File: src/rtl/fp_mul_pipe.sv
// fp_mul_pipe -- pipelined floating-point multiplier (default bfloat16 layout).
//
// Three registered stages with per-stage valid/ready handshaking:
//   S1  unpack operands, classify (zero/normal/inf/NaN), biased exponent sum
//   S2  significand product
//   S3  normalise, round, detect overflow/underflow, pack (the S3 register
//       drives out/error/out_valid directly)
// Subnormal inputs are flushed to signed zero; results never go subnormal.
//
// Build option:
//   FP_MUL_RNE_EN  defined   -> round to nearest, ties to even
//                  undefined -> truncate (round toward zero)
//
// Ports:
//   clk         rising-edge clock
//   rst_n       asynchronous active-low reset
//   in1, in2    operands {sign, exp, frac}
//   in_valid    operands valid
//   in_ready    block accepts operands this cycle
//   out         product
//   error       00 none, 01 overflow, 10 underflow, 11 NaN
//   out_valid   result valid
//   out_ready   consumer accepts result
//   sticky_clr  clears err_sticky
//   err_sticky  {NaN, overflow, underflow} delivered since last clear

module fp_mul_pipe #(
    parameter int EXP_WIDTH   = 8,
    parameter int FRAC_WIDTH  = 7,
    parameter int DATA_WIDTH  = 1 + EXP_WIDTH + FRAC_WIDTH,
    parameter int ERROR_WIDTH = 2
) (
    input  logic                   clk,
    input  logic                   rst_n,
    input  logic [DATA_WIDTH-1:0]  in1,
    input  logic [DATA_WIDTH-1:0]  in2,
    input  logic                   in_valid,
    output logic                   in_ready,
    output logic [DATA_WIDTH-1:0]  out,
    output logic [ERROR_WIDTH-1:0] error,
    output logic                   out_valid,
    input  logic                   out_ready,
    input  logic                   sticky_clr,
    output logic [2:0]             err_sticky
);

    localparam int EW = EXP_WIDTH + 2;      // signed exponent working width
    localparam int SW = FRAC_WIDTH + 1;     // significand incl. hidden one
    localparam int PW = 2 * SW;             // significand product width

    localparam logic signed [EW-1:0] BIAS     = EW'((1 << (EXP_WIDTH - 1)) - 1);
    localparam logic signed [EW-1:0] EXP_MAX  = EW'((1 << EXP_WIDTH) - 1);
    localparam logic signed [EW-1:0] EXP_ZERO = '0;

    localparam logic [ERROR_WIDTH-1:0] ERR_NONE = ERROR_WIDTH'(0);
    localparam logic [ERROR_WIDTH-1:0] ERR_OVF  = ERROR_WIDTH'(1);
    localparam logic [ERROR_WIDTH-1:0] ERR_UNF  = ERROR_WIDTH'(2);
    localparam logic [ERROR_WIDTH-1:0] ERR_NAN  = ERROR_WIDTH'(3);

    localparam logic [DATA_WIDTH-1:0] QNAN =
        {1'b0, {EXP_WIDTH{1'b1}}, 1'b1, {(FRAC_WIDTH-1){1'b0}}};

    typedef enum logic [1:0] {
        CLS_NORM,
        CLS_ZERO,
        CLS_INF,
        CLS_NAN
    } cls_t;

    // ------------------------------------------------------------------
    // Handshake: a stage advances when the one after it is empty or is
    // itself advancing in the same cycle.
    // ------------------------------------------------------------------
    logic s1_valid, s2_valid;
    logic s3_free, s2_adv, s1_adv, accept, deliver;

    assign s3_free  = ~out_valid | out_ready;
    assign s2_adv   = s2_valid & s3_free;
    assign s1_adv   = s1_valid & (~s2_valid | s2_adv);
    assign in_ready = ~s1_valid | s1_adv;
    assign accept   = in_valid & in_ready;
    assign deliver  = out_valid & out_ready;

    always_ff @(posedge clk or negedge rst_n) begin
        if (!rst_n) begin
            s1_valid  <= 1'b0;
            s2_valid  <= 1'b0;
            out_valid <= 1'b0;
        end else begin
            if (accept)       s1_valid <= 1'b1;
            else if (s1_adv)  s1_valid <= 1'b0;

            if (s1_adv)       s2_valid <= 1'b1;
            else if (s2_adv)  s2_valid <= 1'b0;

            if (s2_adv)       out_valid <= 1'b1;
            else if (deliver) out_valid <= 1'b0;
        end
    end

    // ------------------------------------------------------------------
    // S1: unpack / classify / exponent sum
    // ------------------------------------------------------------------
    logic [EXP_WIDTH-1:0]  exp_a, exp_b;
    logic [FRAC_WIDTH-1:0] frac_a, frac_b;
    logic                  zero_a, zero_b, inf_a, inf_b, nan_a, nan_b;
    cls_t                  cls_c;
    logic signed [EW-1:0]  esum_c;

    assign exp_a  = in1[DATA_WIDTH-2 -: EXP_WIDTH];
    assign exp_b  = in2[DATA_WIDTH-2 -: EXP_WIDTH];
    assign frac_a = in1[FRAC_WIDTH-1:0];
    assign frac_b = in2[FRAC_WIDTH-1:0];

    // exp == 0 covers both zero and subnormal: both are flushed to zero
    assign zero_a = (exp_a == '0);
    assign zero_b = (exp_b == '0);
    assign inf_a  = (exp_a == '1) && (frac_a == '0);
    assign inf_b  = (exp_b == '1) && (frac_b == '0);
    assign nan_a  = (exp_a == '1) && (frac_a != '0);
    assign nan_b  = (exp_b == '1) && (frac_b != '0);

    always_comb begin
        cls_c = CLS_NORM;
        if (nan_a || nan_b || (inf_a && zero_b) || (inf_b && zero_a))
            cls_c = CLS_NAN;
        else if (inf_a || inf_b)
            cls_c = CLS_INF;
        else if (zero_a || zero_b)
            cls_c = CLS_ZERO;
    end

    assign esum_c = EW'(exp_a) + EW'(exp_b) - BIAS;

    cls_t                 s1_cls;
    logic                 s1_sign;
    logic signed [EW-1:0] s1_exp;
    logic [SW-1:0]        s1_sig_a, s1_sig_b;

    always_ff @(posedge clk or negedge rst_n) begin
        if (!rst_n) begin
            s1_cls   <= CLS_ZERO;
            s1_sign  <= 1'b0;
            s1_exp   <= '0;
            s1_sig_a <= '0;
            s1_sig_b <= '0;
        end else if (accept) begin
            s1_cls   <= cls_c;
            s1_sign  <= in1[DATA_WIDTH-1] ^ in2[DATA_WIDTH-1];
            s1_exp   <= esum_c;
            s1_sig_a <= {1'b1, frac_a};
            s1_sig_b <= {1'b1, frac_b};
        end
    end

    // ------------------------------------------------------------------
    // S2: significand product
    // ------------------------------------------------------------------
    cls_t                 s2_cls;
    logic                 s2_sign;
    logic signed [EW-1:0] s2_exp;
    logic [PW-1:0]        s2_prod;

    always_ff @(posedge clk or negedge rst_n) begin
        if (!rst_n) begin
            s2_cls  <= CLS_ZERO;
            s2_sign <= 1'b0;
            s2_exp  <= '0;
            s2_prod <= '0;
        end else if (s1_adv) begin
            s2_cls  <= s1_cls;
            s2_sign <= s1_sign;
            s2_exp  <= s1_exp;
            s2_prod <= PW'(s1_sig_a) * PW'(s1_sig_b);
        end
    end

    // ------------------------------------------------------------------
    // S3: normalise / round / pack
    // Both significands carry a hidden one, so the product's leading one is
    // at bit PW-1 or PW-2; a one-place shift puts it at PW-1 either way.
    // ------------------------------------------------------------------
    logic                  msb;
    logic [PW-1:0]         norm;
    logic [FRAC_WIDTH-1:0] mant;
    logic                  guard, rnd, stk, round_up;
    logic [FRAC_WIDTH:0]   mant_r;
    logic signed [EW-1:0]  e_norm, e_fin;
    logic                  unused_bits;

    assign msb    = s2_prod[PW-1];
    assign norm   = msb ? s2_prod : {s2_prod[PW-2:0], 1'b0};
    assign mant   = norm[PW-2 -: FRAC_WIDTH];
    assign guard  = norm[PW-2-FRAC_WIDTH];
    assign rnd    = norm[PW-3-FRAC_WIDTH];
    assign stk    = |norm[PW-4-FRAC_WIDTH:0];
    assign e_norm = s2_exp + {{(EW-1){1'b0}}, msb};

`ifdef FP_MUL_RNE_EN
    assign round_up    = guard & (rnd | stk | mant[0]);
    assign unused_bits = norm[PW-1];
`else
    assign round_up    = 1'b0;
    assign unused_bits = ^{norm[PW-1], guard, rnd, stk};
`endif

    // Rounding carry out of the fraction leaves it all-zero, which is the
    // correct renormalised fraction; only the exponent needs bumping.
    assign mant_r = {1'b0, mant} + {{FRAC_WIDTH{1'b0}}, round_up};
    assign e_fin  = e_norm + {{(EW-1){1'b0}}, mant_r[FRAC_WIDTH]};

    logic [DATA_WIDTH-1:0]  res_c;
    logic [ERROR_WIDTH-1:0] err_c;

    always_comb begin
        res_c = '0;
        err_c = ERR_NONE;
        case (s2_cls)
            CLS_NAN: begin
                res_c = QNAN;
                err_c = ERR_NAN;
            end
            CLS_INF: begin
                res_c = {s2_sign, {EXP_WIDTH{1'b1}}, {FRAC_WIDTH{1'b0}}};
            end
            CLS_ZERO: begin
                res_c = {s2_sign, {(DATA_WIDTH-1){1'b0}}};
            end
            default: begin
                if (e_fin >= EXP_MAX) begin
                    res_c = {s2_sign, {EXP_WIDTH{1'b1}}, {FRAC_WIDTH{1'b0}}};
                    err_c = ERR_OVF;
                end else if (e_fin <= EXP_ZERO) begin
                    res_c = {s2_sign, {(DATA_WIDTH-1){1'b0}}};
                    err_c = ERR_UNF;
                end else begin
                    res_c = {s2_sign, e_fin[EXP_WIDTH-1:0], mant_r[FRAC_WIDTH-1:0]};
                end
            end
        endcase
    end

    // Output register loads only when it is free, so a stalled result holds.
    always_ff @(posedge clk or negedge rst_n) begin
        if (!rst_n) begin
            out   <= '0;
            error <= ERR_NONE;
        end else if (s2_adv) begin
            out   <= res_c;
            error <= err_c;
        end
    end

    // ------------------------------------------------------------------
    // Sticky error flags: a flag set in the same cycle as a clear survives.
    // ------------------------------------------------------------------
    logic [2:0] sticky_set;

    assign sticky_set = {deliver && (error == ERR_NAN),
                         deliver && (error == ERR_OVF),
                         deliver && (error == ERR_UNF)};

    always_ff @(posedge clk or negedge rst_n) begin
        if (!rst_n)
            err_sticky <= '0;
        else
            err_sticky <= (sticky_clr ? 3'b000 : err_sticky) | sticky_set;
    end

endmodule

File: config.mk
export PLATFORM = sky130hd
export DESIGN_NAME = fp_mul_pipe
export DESIGN_NICKNAME = d
export VERILOG_FILES = /design/src/rtl/fp_mul_pipe.sv
export SDC_FILE = /design/constraint.sdc
export NUM_CORES = 1
export LEC_CHECK = 0
export CORE_MARGIN = 1
export CORE_UTILIZATION = 40
export DETAILED_ROUTE_END_ITERATION = 8
export DONT_BUFFER_PORTS = 1
export PLACE_DENSITY_LB_ADDON = 0.2
export SYNTH_ARGS = -nofsm -noshare
export SYNTH_HDL_FRONTEND = slang
export SYNTH_SLANG_ARGS = --single-unit
File: constraint.sdc
create_clock -name clk -period 5 [get_ports clk]
set_clock_uncertainty 0.1 [all_clocks]
set_input_delay 1.5 -clock clk [delete_from_list [all_inputs] [get_ports clk]]
set_output_delay 1.5 -clock clk [all_outputs]
set_load 0.02 [all_outputs]
==> summary.txt <==
Critical path
  • Slowest cell delay on critical path: approximately 540 ps
  • Worst Path Required: 5120 ps
  • Most used cell along the critical path: fa_1
  • Worst Path Buf+Inv: 3
  • CP endpoint kind: flip-flop
  • CP max stage cell: fa_1
  • R2R setup slack: 370 ps
  • Crit path cell chain: and2_1 -> fa_1 -> fa_1 -> fa_1 -> inv_1 -> fa_1 -> inv_1 -> ha_1 -> a21oi_1 -> o21ai_0 -> a31oi_1 -> buf_4 -> a21oi_1 -> or3_1 -> a31o_2
  • Reg2reg start: s1_sig_a[2]
  • CP Depth: 15
  • Crit path max-delay family: adder cells
  • Arr. time, crit path: 4750 ps
  • R2r worst-path depth: 15
  • Max Fanout on Critical Path: 9
  • Crit start category: flip-flop
  • Reg2reg end: s2_prod[13]
  • Crit Path Category: reg2reg

GRT
  • Largest net degree at the start of global routing: 75
  • Grt ovf: 0
  • First-pass GRT wire length: about 20000 um
  • Initial antenna violation count: 0
  • Vias in the first global route: 4139
  • GRT Total Usage: 16.9%

CTS
  • Clock transition at the registers of the reported paths: 60 ps
  • Worst skew pair latency: roughly 330 ps
  • H-tree depth: 3
  • CTS resizes: 0
  • Clock sinks: 74
  • Clock root buffer: clkbuf_16
  • CTS buffer count: 9
  • CTS tree: yes
  • Clock buffer depth: 2
  • Setup Fix Bufs, Post-CTS: 0
  • Hold buffer count at CTS: 0

Hold path
  • Hold Crit Class: reg2reg
  • Min-delay src: s1_cls[0]
  • Hold depth: 2
  • Hold Crit Endpoint: s2_cls[0]

Die
  • Effective utilization at floorplan: 41.5%
  • Die Wd: 123 um
  • FP Rows: 43
  • CORE AREA: 0.0140 sq mm
  • Die height: 123 um
  • IO Count: 60
  • Die area: 0.0150 sq mm

Logic synthesis
  • Total number of yosys warnings: 0
  • Post-synth EDFFs: 0
  • Top_reg_cell synth: dfrtp_1
  • Post-Syn Instances: 598
  • Unique masters post-synth: 62
  • Post-synth net total: ~720
  • FFs w/ async S/R, synth: between 90% and 100%
  • Area contributors post-synth: dfrtp_1, fa_1, ha_1
  • Sequential element share of the synthesized area: 31.9%
  • Post-synth top area share: 31.0%
  • Synth Register Bits: 74
  • Largest area contributor in the netlist: dfrtp_1
  • Synth Area per Inst: roughly 9.7 sq um
  • Netlist Area Pre-Place: 0.00582 sq mm

Drt
  • Pre-Repair DR Iteration Count: 4
  • DR iter-0 viols: between 150 and 200
  • M1 WL: 5960 um
  • Final antenna-violating net count: 0
  • Metal2 WL: 5080 um
  • Top sig layer: met4
  • Vias per cell: between 5 and 6
  • Met3 WL: 527 um
  • Remaining DRCs: 0
  • DR vias: between 4000 and 5000
  • Mean routed wirelength per cell: about 15 um
  • Post-Route WL: 11700 um

Place
  • Post-placement cell area: 0.00596 sq mm
  • Routability cong.: 0.818
  • Dpl hpwl: between 9000 and 10000 um
  • Port buffer count: 0

Timing
  • Setup TNS: 0 ps
  • Setup Viol. Count Final: 0
  • Max Slew Vio Count: 0
  • Peak Freq: 216 MHz
  • Relative slew slack: around 39%
  • RSZ-0062 raised after global routing: no
  • Fin crit share: 92.6%
  • Final-report hold violation count: 0
  • Worst Max-Slew Pin Slew: 917 ps
  • Fin crit period: about 4600 ps

Finish
  • Final instance area: 0.00624 sq mm
  • FILL cells: 1347
  • Multi-input logic area: 0.00365 sq mm
  • Share of cells above drive strength 1: under 10%
  • Final nets: 716
  • Register Area: 0.00185 sq mm
  • Antenna Cells: 0
  • Synth-to-Final Area Change: 7.24%

Pwr
  • Sequential share of power: 27.4%
  • Clock power frac: 15.7%
  • Cell-internal power: 2.12 mW
  • Max VDD drop: 0.388 mV
  • Power Density: 607 mW/mm^2
  • Switch Pwr: between 1.5 and 2 mW
  • Comb power frac: 56.9%
  • Sw Share: 43.9%
  • Leak pwr: 2.85 nW

Job
  • Max-cap viol count: 0

Outcome
  • Status: complete, no violations
[per-layer routing]
layer	vias to the layer above	global-route usage, %
li1	2032	-
met1	1917	23.5
met2	86	26.2
met3	12	4.18
met4	0	4.50
met5	-	0
[kinds of logic after synthesis]
family / share of synthesized area, %
and+or+nand+nor: 20.3
AOI/OAI and AO/OA: 11.7
adders and majority gates: 23.1
buffers and inverters: 5.50
DFF: 31.9
muxes: 4.47
xor gates and xnor gates: 3.01
[synthesized netlist by cell type (2+ instances only)]
master / number
a31oi_1: 10
nor3_1: 6
and3_1: 4
and2_1: 52
nand4_1: 5
nand2_1: 88
o21bai_1: 3
o22ai_1: 2
o21a_1: 2
inv_1: 53
o21ai_1: 2
clkbuf_1: 11
nor2b_1: 4
mux2_2: 16
and2_4: 2
nor4b_1: 4
xor2_1: 5
buf_6: 5
nand2b_1: 8
ha_1: 50
o31ai_2: 7
fa_1: 36
dfstp_2: 2
buf_1: 3
mux2i_1: 8
o21ai_0: 31
nand3_1: 8
dfrtp_1: 72
or4_1: 2
a21oi_1: 18
nor4_1: 8
nor2_1: 15
or3_1: 4
xnor2_1: 15
a21o_1: 4
nand4b_1: 3
o31ai_1: 3
a31o_2: 3
[registers in the layout, summed over array words and instances, names as in the netlist]
name and count:
s1_cls 2, s1_valid 1, s1_exp 10, s2_cls 2, s1_sig_a 8, s1_sig_b 7, out 16, s2_sign 1
error 2, out_valid 1, s2_prod 9, err_sticky 3, s2_exp 10, s2_valid 1, s1_sign 1
[area by class of cell]
cell class,count,share of cell area (%)
Clock inverter,4,0.441
Tap cell,180,3.61
Clock buffer,11,4.05
Timing Repair Buffer,5,0.601
Inverter,53,3.19
Multi-Input combinational cell,450,58.4
Sequential cell,74,29.7
[worst max path at each step]
stage | startpoint | endpoint
floorplan | s1_sig_a[7] | s2_prod[13]
detailed placement | s1_sig_a[2] | s2_prod[13]
finish | s1_sig_a[2] | s2_prod[13]
global placement | s1_sig_a[2] | s2_prod[13]
global route | s1_sig_a[2] | s2_prod[13]
CTS | s1_sig_a[2] | s2_prod[13]
[through the flow]
stage	worst slack (ps)	hold slack (ps)	util [%]	power, mW	std cells
final	370	356	44.5	3.79	777
after global routing	158	388	44.5	4.22	777
after CTS	337	359	44.5	3.85	777
after detailed placement	331	354	42.5	3.22	762
after global placement	475	350	42.5	3.14	762
after floorplan	293	333	-	2.76	598
[layout by cell type, fill, tap and decap left out, drive strengths merged, types with 5 or more instances in the layout]
| master | n |
|---|---|
| nand2b | 8 |
| nor4 | 9 |
| inv | 53 |
| o21ai | 33 |
| a31oi | 10 |
| nand2 | 88 |
| nand4 | 6 |
| xnor2 | 15 |
| mux2 | 16 |
| nor3 | 6 |
| xor2 | 5 |
| a21oi | 18 |
| fa | 36 |
| mux2i | 8 |
| o31ai | 10 |
| ha | 50 |
| clkbuf | 11 |
| nand3 | 10 |
| and2 | 54 |
| buf | 5 |
| dfrtp | 72 |
| nor2 | 15 |
| and3 | 5 |
[tightest hold or removal path, stage by stage, from the launching register on]
cell	delay, ps
dfstp_2	370
nand2_1	50
nand2_1	40
[power by group through the flow]
stage	Combinational (mW)	Sequential, mW	Clock [mW]
after floorplan	1.80	0.958	0
after global placement	2.10	1.04	0
after detailed placement	2.17	1.05	0
after CTS	2.19	1.04	0.614
after global routing	2.50	1.07	0.642
final	2.15	1.04	0.595
Power figures use the tool's default switching activity.
